<file path="src/rtl/stoch_bitstream_decoder_if.sv">
// Handshake/data bundle between the stochastic datapath and the bitstream decoder.
interface stoch_bitstream_decoder_if #(
    parameter int WIDTH = 8,
    parameter int NCH   = 4
);
    logic                 EN;
    logic                 START;
    logic [3:0]           WIN_LOG2;
    logic [NCH-1:0]       BITS;
    logic                 ACK;
    logic                 BUSY;
    logic                 VALID;
    logic [NCH*WIDTH-1:0] RESULT;

    modport master (
        output EN, START, WIN_LOG2, BITS, ACK,
        input  BUSY, VALID, RESULT
    );

    modport slave (
        input  EN, START, WIN_LOG2, BITS, ACK,
        output BUSY, VALID, RESULT
    );
endinterface

</file>
<file path="src/rtl/stoch_bitstream_decoder.sv">
// Counts ones on NCH stochastic lines over 2^k EN-qualified samples and
// presents saturated, normalised WIDTH-bit results behind a VALID/ACK handshake.
module stoch_bitstream_decoder #(
    parameter int WIDTH = 8,
    parameter int NCH   = 4
) (
    input  logic                      CLK,
    input  logic                      RESET,
    stoch_bitstream_decoder_if.slave  bus
);
    localparam logic [1:0] S_IDLE  = 2'd0;
    localparam logic [1:0] S_ACCUM = 2'd1;
    localparam logic [1:0] S_DONE  = 2'd2;

    logic [1:0]                  state_q, state_d;
    logic [3:0]                  k_q, k_d;
    logic [WIDTH:0]              smp_q, smp_d;
    logic [NCH-1:0][WIDTH:0]     cnt_q, cnt_d;
    logic [NCH-1:0][WIDTH-1:0]   res_q, res_d;

    logic [3:0]     k_start;
    logic [3:0]     shamt;
    logic [WIDTH:0] win_len;
    logic [WIDTH:0] scaled;
    logic           start_win;

    // k is clamped once at window start so mid-window WIN_LOG2 changes are harmless.
    always_comb begin
        if (bus.WIN_LOG2 == 4'd0)
            k_start = 4'd1;
        else if (int'(bus.WIN_LOG2) > WIDTH)
            k_start = 4'(WIDTH);
        else
            k_start = bus.WIN_LOG2;
    end

    assign win_len = {{WIDTH{1'b0}}, 1'b1} << k_q;
    assign shamt   = 4'(WIDTH) - k_q;

    always_comb begin
        state_d   = state_q;
        k_d       = k_q;
        smp_d     = smp_q;
        cnt_d     = cnt_q;
        res_d     = res_q;
        scaled    = '0;
        start_win = 1'b0;

        case (state_q)
            S_IDLE: begin
                if (bus.START)
                    start_win = 1'b1;
            end
            S_ACCUM: begin
                if (bus.EN) begin
                    smp_d = smp_q + 1'b1;
                    for (int unsigned i = 0; i < NCH; i++)
                        cnt_d[i] = cnt_q[i] + {{WIDTH{1'b0}}, bus.BITS[i]};
                    // Final sample: its bit is already folded into cnt_d.
                    if (smp_d == win_len) begin
                        for (int unsigned i = 0; i < NCH; i++) begin
                            scaled = cnt_d[i] << shamt;
                            res_d[i] = scaled[WIDTH] ? '1 : scaled[WIDTH-1:0];
                        end
                        state_d = S_DONE;
                    end
                end
            end
            S_DONE: begin
                if (bus.ACK) begin
                    if (bus.START)
                        start_win = 1'b1;
                    else
                        state_d = S_IDLE;
                end
            end
            default: state_d = S_IDLE;
        endcase

        if (start_win) begin
            state_d = S_ACCUM;
            smp_d   = '0;
            cnt_d   = '0;
            k_d     = k_start;
        end
    end

    always_ff @(posedge CLK or posedge RESET) begin
        if (RESET) begin
            state_q <= S_IDLE;
            k_q     <= 4'd1;
            smp_q   <= '0;
            cnt_q   <= '0;
            res_q   <= '0;
        end else begin
            state_q <= state_d;
            k_q     <= k_d;
            smp_q   <= smp_d;
            cnt_q   <= cnt_d;
            res_q   <= res_d;
        end
    end

    assign bus.BUSY   = (state_q == S_ACCUM);
    assign bus.VALID  = (state_q == S_DONE);
    assign bus.RESULT = res_q;
endmodule

</file>
<file path="src/flat_wrapper.sv">
// flat-port wrapper written by rule: the top's interface ports become plain ports
module stoch_bitstream_decoder_flat 
#(
    parameter int WIDTH = 8,
    parameter int NCH   = 4
)
  (CLK, RESET, bus_EN, bus_START, bus_WIN_LOG2, bus_BITS, bus_ACK, bus_BUSY, bus_VALID, bus_RESULT);
  stoch_bitstream_decoder_if #(.WIDTH(WIDTH), .NCH(NCH)) bus_i ();
  input  logic CLK;
  input  logic RESET;
  input wire logic [$bits(bus_i.EN)-1:0] bus_EN;
  input wire logic [$bits(bus_i.START)-1:0] bus_START;
  input wire logic [$bits(bus_i.WIN_LOG2)-1:0] bus_WIN_LOG2;
  input wire logic [$bits(bus_i.BITS)-1:0] bus_BITS;
  input wire logic [$bits(bus_i.ACK)-1:0] bus_ACK;
  output wire logic [$bits(bus_i.BUSY)-1:0] bus_BUSY;
  output wire logic [$bits(bus_i.VALID)-1:0] bus_VALID;
  output wire logic [$bits(bus_i.RESULT)-1:0] bus_RESULT;
  assign bus_i.EN = bus_EN;
  assign bus_i.START = bus_START;
  assign bus_i.WIN_LOG2 = bus_WIN_LOG2;
  assign bus_i.BITS = bus_BITS;
  assign bus_i.ACK = bus_ACK;
  assign bus_BUSY = bus_i.BUSY;
  assign bus_VALID = bus_i.VALID;
  assign bus_RESULT = bus_i.RESULT;
  stoch_bitstream_decoder #(.WIDTH(WIDTH), .NCH(NCH)) u_core (.CLK(CLK), .RESET(RESET), .bus(bus_i));
endmodule
</file>
<file path="config.mk">
export PLATFORM = sky130hd
export DESIGN_NAME = stoch_bitstream_decoder_flat
export DESIGN_NICKNAME = d
export VERILOG_FILES = /design/src/rtl/stoch_bitstream_decoder_if.sv /design/src/rtl/stoch_bitstream_decoder.sv /design/src/flat_wrapper.sv
export SDC_FILE = /design/constraint.sdc
export NUM_CORES = 1
export LEC_CHECK = 0
export CAP_MARGIN = 0
export CORE_ASPECT_RATIO = 0.5
export CORE_MARGIN = 4
export CORE_UTILIZATION = 40
export CTS_CLUSTER_DIAMETER = 200
export DETAILED_ROUTE_END_ITERATION = 6
export HOLD_SLACK_MARGIN = 0.08
export PLACE_DENSITY = 0.56
export SLEW_MARGIN = 5
export SYNTH_ARGS = -nofsm -noshare
export SYNTH_HDL_FRONTEND = slang
export SYNTH_SLANG_ARGS = --single-unit
</file>
<file path="constraint.sdc">
create_clock -name CLK -period 4.46 [get_ports CLK]
set_input_delay 0.446 -clock CLK [delete_from_list [all_inputs] [get_ports CLK]]
set_output_delay 0.446 -clock CLK [all_outputs]
set_load 0.1 [all_outputs]
</file>
## After elaboration in Yosys (flattened, before gate mapping)

Cells that the tools add are included.

| storage, ports and cells | value |
|---|---|
| register bits | 83 |

| operators by class | value |
|---|---|
| order comparisons | 1 |
| reduce and logical (&&, ||, !) cells | 7 |
| muxes and demuxes | 21 |
| shift-type cells | 5 |
| $add $sub $neg | 6 |
| equality and inequality tests | 8 |

Operators by type and width:

| kind | count |
|---|---|
| 2-to-1 mux 36 bit | 3 |
| adder 9 x 1 -> 9 bit | 4 |
| left shift 9 x 4 -> 9 bit | 4 |
| 2-to-1 mux 8 bit | 4 |
| 2-to-1 mux 9 bit | 3 |
| 2-to-1 mux 2 bit | 5 |
| adder 9 x 1 -> 9 bit (second input constant) | 1 |
| == test 9 bit | 1 |
| inequality test 3 x 2 -> 1 bit (second input constant) | 3 |
| left shift 1 x 4 -> 9 bit (first input constant) | 1 |
| 2-to-1 mux 4 bit | 2 |
| one-hot mux 2 bit (3 select lines) | 1 |
| AND reduction 5 bit | 1 |
| greater-than comparator 4 bit (second input constant) | 1 |
| zero test 4 bit | 1 |
| nonzero test 2 bit | 2 |
| subtractor 4 bit (first input constant) | 1 |
| inequality test 3 x 1 -> 1 bit (second input constant) | 1 |
| AND reduction 3 bit | 1 |
| == test 2 x 1 -> 1 bit (second input constant) | 1 |
| == test 2 bit (second input constant) | 1 |
| zero test 2 bit | 1 |
| 2-to-1 mux 1 bit | 2 |
| inequality test 2 x 1 -> 1 bit (second input constant) | 1 |
| other kinds (2) | 2 |

## Longest topological paths before layout

| depth | value |
|---|---|
| depth in word-level cells | 6 |
| gate-level depth with buffers | 15 |
| mapped depth without buffers | 10 |

## Least setup slack after synthesis

OpenSTA, ideal clock, no wires.

| timing | value |
|---|---|
| kind | register to register |
| start | register u_core.k_q[0] |
| end | register u_core.res_q (netlist bit u_core.bus.RESULT[11]) |
| cell stages (with the launch flop) | 14 |
| setup time | 0.125 ns |
| setup slack | 1.124 ns |
| clock period less this slack | 3.336 ns |
| buffers on the path | 4 |
| data arrival time | 3.211 ns |
| path through | dfstp_2 buf_2 inv_1 clkbuf_1 clkbuf_1 ha_1 ha_1 clkbuf_1 nor3_1 a21boi_0 a22o_1 a31oi_1 o21ai_0 mux2_4 |

| between the ends | value |
|---|---|
| longest elaborated chain between the ends | 3 |
| elaborated cells between the ends (all ways) | 6 |
| those cells by class | add/sub (1); eq/ne (1); shift (2); mux (1); reduce/logical (1) |

RTL lines:

| what | RTL line | RTL |
|---|---|---|
| from (decl) | stoch_bitstream_decoder.sv:16 | `logic [3:0] k_q, k_d;` |
| from (signal assigned) | stoch_bitstream_decoder.sv:97 | `k_q <= k_d;` |
| subtractor 4 bit / left shift 1 x 4 -> 9 bit (equally long branches) | stoch_bitstream_decoder.sv:38, stoch_bitstream_decoder.sv:37 |  |
| left shift 9 x 4 -> 9 bit / == test 9 bit (equally long branches) | stoch_bitstream_decoder.sv:62, stoch_bitstream_decoder.sv:60 |  |
| 2-to-1 mux 8 bit / AND reduction 3 bit (equally long branches) | n/a |  |
| to (signal assigned) | stoch_bitstream_decoder.sv:100 | `res_q <= res_d;` |
| to (decl) | stoch_bitstream_decoder.sv:19 | `logic [NCH-1:0][WIDTH-1:0] res_q, res_d;` |

Several ways; a longest one is shown, not always the timed one.
A chain may end at the register's enable or synchronous reset.

## Worst setup path in the final report

| timing | value |
|---|---|
| start | register u_core.k_q[0] |
| end | register u_core.res_q (netlist bit u_core.bus.RESULT[13]) |

The elaborated chain is that of the path after synthesis.

==> metrics.csv <==
metric,value,unit
synth_enable_flop_cells,0,
synth_area_per_cell,7.92,um^2
ctsHtreeMaxLevel,3,
worstSetupStartpointType,flop,
cts_inserted_buffers,9,
floorplan.die_area,17800,um^2
maximum_number_of_pins_on_one_net_before_global_route_repair,66,
part_of_the_cycle_the_worst_path_needs,74.7,%
io_pins,47,
first_global_vias,5419,
grt_first_pass_wirelength,29600,um
design_power_total,5.81,mW
detail_route.drc_violations,0,
die_w,185,um
timing_worst_setup_path_type,reg -> reg,
worst_setup_path_end_kind,flop,
cp_data_arrival_time,3.62,ns
worst_clock_skew,0.00854,ns
crit_path_start,u_core.k_q[0]$_DFFE_PP1P_,
final_cell_count_no_fill,996,
syn_inst,787,
ant_nets,0,
power.density,818,nW/um^2
worst-r2r-cell-count,9,
total_leakage_power,2.88,nW
final_critical_path_time_including_i_o_delays_and_setup,3.33,ns
cts_repair_resize_count,0,
number_of_antenna_violations_at_the_first_check_in_global_routing,0,
r2r_end,u_core.bus.RESULT[13]$_DFFE_PP0P_,
grt_use_total,21.2,%
clock_transition_at_the_register_clock_pins_on_the_worst_setup_and_hold_paths_after_cts,0.07,ns
source_to_sink_clock_delay_at_the_later_pin_of_the_worst_skew_pair,0.34,ns
tritoncts_clock_tree,built,
report.final.slew_viol_count,0,
yosys_register_bits,83,
gp_congestion,0.866,
totalNegativeSetupSlack,0,ns
status,completed,
max-clock-path-buffers,2,
synthToLayoutAreaGrowth,13.9,%
drt_first_pass_iters,5,
total_overflow_reported_by_the_global_router,0,
hold_ws,0.479,ns
synth.largest_area_cell,sky130_fd_sc_hd__dfrtp_1,
totalWireLength,18200,um
cap_viol_max_count,0,
setup-violations-final,0,
placement.io_buffers,46,
placed_cells,980,
crit-reg2reg-launch,u_core.k_q[0]$_DFFE_PP1P_,
yosys.cell_types.count,73,
post_drt_wl_per_cell,18.3,um
peakVddDrop,343,uV
dr.first_iter.drc_count,619,
drive_gt1_share,8.27,%
cts_root_buf,sky130_fd_sc_hd__clkbuf_16,
post-synth-top-area-fraction,32.9,%
cts_sinks,83,
synth_nets,815,
ys.warnings.count,0,
final-hold-violation-count,0,
core,14900,um^2
num-nets-final,821,
critical_path.endpoint,u_core.bus.RESULT[13]$_DFFE_PP0P_,
placement_rows,31,
timing.critical_path.fanout_max,26,
min_path_type,reg -> reg,
worst_ep_required_time,4.74,ns
antenna_cells_inserted,0,
yosys-top-cells-area,"sky130_fd_sc_hd__dfrtp_1 (33%), sky130_fd_sc_hd__o21ai_0 (7.9%), sky130_fd_sc_hd__nand2_1 (6.3%)",
ys_async_sr_fraction,100,%
synth_ff_type,sky130_fd_sc_hd__dfrtp_1,
rsz_0062_raised_after_global_routing,no,
cts-hold-fix-buffers,0,
post-route-util,47.8,%
floorplan.die.height,96.3,um
initial_core_util,42.0,%
setup.reg_to_reg.worst_slack,1.13,ns
cts_post_setup_buffers_inserted,0,
synth.cell_area,6240,um^2
fmax,300,MHz
dp_hpwl,12600,um
route.vias.total,5957,
worst_slew_pin_slew,1.16,ns
synth-seq-area-share,33.3,%
routed_via_density,5.98,
max-slew-margin-rel,21.8,%
kinds of logic (layout without fill, tap and decap cells):
kind of cell               count (synthesis)  after routing  synth area share [%]
AOI/OAI and AO/OA                        269            269                  27.1
xor gates and xnor gates                  33             33                  4.86
adders and majority gates                 15             15                  3.01
buffers and inverters                     84             95                  5.72
DFF                                       83             83                  33.3
muxes                                     25             25                  4.59
and+or+nand+nor                          278            278                  21.4
per-layer routing:
metal  vias up  part of all wire, %  GRT usage, %
met4         0                  1.2          4.00
met1      2869                   53          33.2
met5         -                    0             0
met2       190                   39          29.2
li1       2880                    -             -
met3        18                  7.2          4.98
cell type report:
class                      count  area [um^2]
fill                        1445         7750
multi-input combinational    620         3820
sequential                    83         2080
timing repair buffer          63          588
tap                          198          248
clock buffer                   9          225
clock inverter                 7         83.8
inverter                      16         61.3
critical path: stages (launching register included):
cell	delay (ns)
sky130_fd_sc_hd__dfstp_2	0.56
sky130_fd_sc_hd__inv_1	0.06
sky130_fd_sc_hd__ha_2	0.48
sky130_fd_sc_hd__nor3_1	0.21
sky130_fd_sc_hd__buf_4	0.21
sky130_fd_sc_hd__a21boi_0	0.93
sky130_fd_sc_hd__a22o_1	0.28
sky130_fd_sc_hd__a31oi_1	0.09
sky130_fd_sc_hd__a21oi_1	0.32
sky130_fd_sc_hd__a21o_1	0.12
worst min path at each step:
stage / startpoint / to / slack, ns / depth (start not counted)
2_1_floorplan: u_core.cnt_q[26]$_DFFE_PP0P_ / u_core.cnt_q[26]$_DFFE_PP0P_ / 0.46 / 1
6_report: u_core.bus.RESULT[8]$_DFFE_PP0P_ / u_core.bus.RESULT[8]$_DFFE_PP0P_ / 0.48 / 2
3_5_place_dp: u_core.bus.RESULT[31]$_DFFE_PP0P_ / u_core.bus.RESULT[31]$_DFFE_PP0P_ / 0.47 / 2
3_3_place_gp: u_core.bus.RESULT[31]$_DFFE_PP0P_ / u_core.bus.RESULT[31]$_DFFE_PP0P_ / 0.46 / 2
4_1_cts: u_core.bus.RESULT[31]$_DFFE_PP0P_ / u_core.bus.RESULT[31]$_DFFE_PP0P_ / 0.49 / 2
5_1_grt: u_core.bus.RESULT[16]$_DFFE_PP0P_ / u_core.bus.RESULT[16]$_DFFE_PP0P_ / 0.50 / 2
Yosys cell counts (all sizes together) (12+ instances only):
cell type	number
a211oi	18
a21oi	57
a31oi	13
and3	16
buf	25
clkbuf	43
dfrtp	82
ha	15
inv	16
mux2	14
nand2	105
nand3	29
nor2	57
o21ai	101
o31ai	12
xnor2	21
cell usage in the layout (no fill, tap or decap), types with 3 or more instances in the layout:
cell type                         count
sky130_fd_sc_hd__a211oi_1            18
sky130_fd_sc_hd__a21boi_0             3
sky130_fd_sc_hd__a21o_1               6
sky130_fd_sc_hd__a21oi_1             56
sky130_fd_sc_hd__a221o_1              3
sky130_fd_sc_hd__a221oi_1             3
sky130_fd_sc_hd__a22o_1               5
sky130_fd_sc_hd__a31o_2               3
sky130_fd_sc_hd__a31oi_1             13
sky130_fd_sc_hd__a32o_1               3
sky130_fd_sc_hd__and2_1               9
sky130_fd_sc_hd__and3_1              15
sky130_fd_sc_hd__buf_4               17
sky130_fd_sc_hd__clkbuf_16            9
sky130_fd_sc_hd__clkdlybuf4s50_1     46
sky130_fd_sc_hd__dfrtp_1             82
sky130_fd_sc_hd__ha_1                14
sky130_fd_sc_hd__inv_1               15
sky130_fd_sc_hd__mux2_2               9
sky130_fd_sc_hd__mux2_4               5
sky130_fd_sc_hd__mux2i_1             11
sky130_fd_sc_hd__nand2_1            105
sky130_fd_sc_hd__nand2b_1             8
sky130_fd_sc_hd__nand3_1             27
sky130_fd_sc_hd__nand3b_1             4
sky130_fd_sc_hd__nand4_1             10
sky130_fd_sc_hd__nor2_1              57
sky130_fd_sc_hd__nor2b_1             11
sky130_fd_sc_hd__nor3_1               7
sky130_fd_sc_hd__nor3b_1              3
sky130_fd_sc_hd__nor4_1               3
sky130_fd_sc_hd__o211ai_1             5
sky130_fd_sc_hd__o21ai_0             99
sky130_fd_sc_hd__o22ai_1              6
sky130_fd_sc_hd__o311ai_0             3
sky130_fd_sc_hd__o31ai_1             12
sky130_fd_sc_hd__or3_1                7
sky130_fd_sc_hd__xnor2_1             21
sky130_fd_sc_hd__xor2_1              11
stage by stage:
step                      cell area [um^2]  worst slack, ns
final                                 7100             1.13
after floorplan                       6240             1.12
after detailed placement              6800             1.03
after CTS                             7100             1.14
after global placement                6800             1.13
after global routing                  7100            0.807
registers in the layout, summed over array words and instances (netlist names):
| name | flops |
|---|---|
| u_core.k_q | 4 |
| u_core.cnt_q | 36 |
| u_core.state_q | 2 |
| u_core.smp_q | 9 |
| u_core.bus.RESULT | 32 |
power breakdown:
group / internal (mW) / switching [mW] / leakage (nW)
combinational: 1.15 / 2.76 / 1.63
clock: 0.444 / 0.344 / 0.149
sequential: 0.942 / 0.175 / 1.10
total: 2.54 / 3.28 / 2.88
No activity file was read; power rests on OpenSTA's default activity.
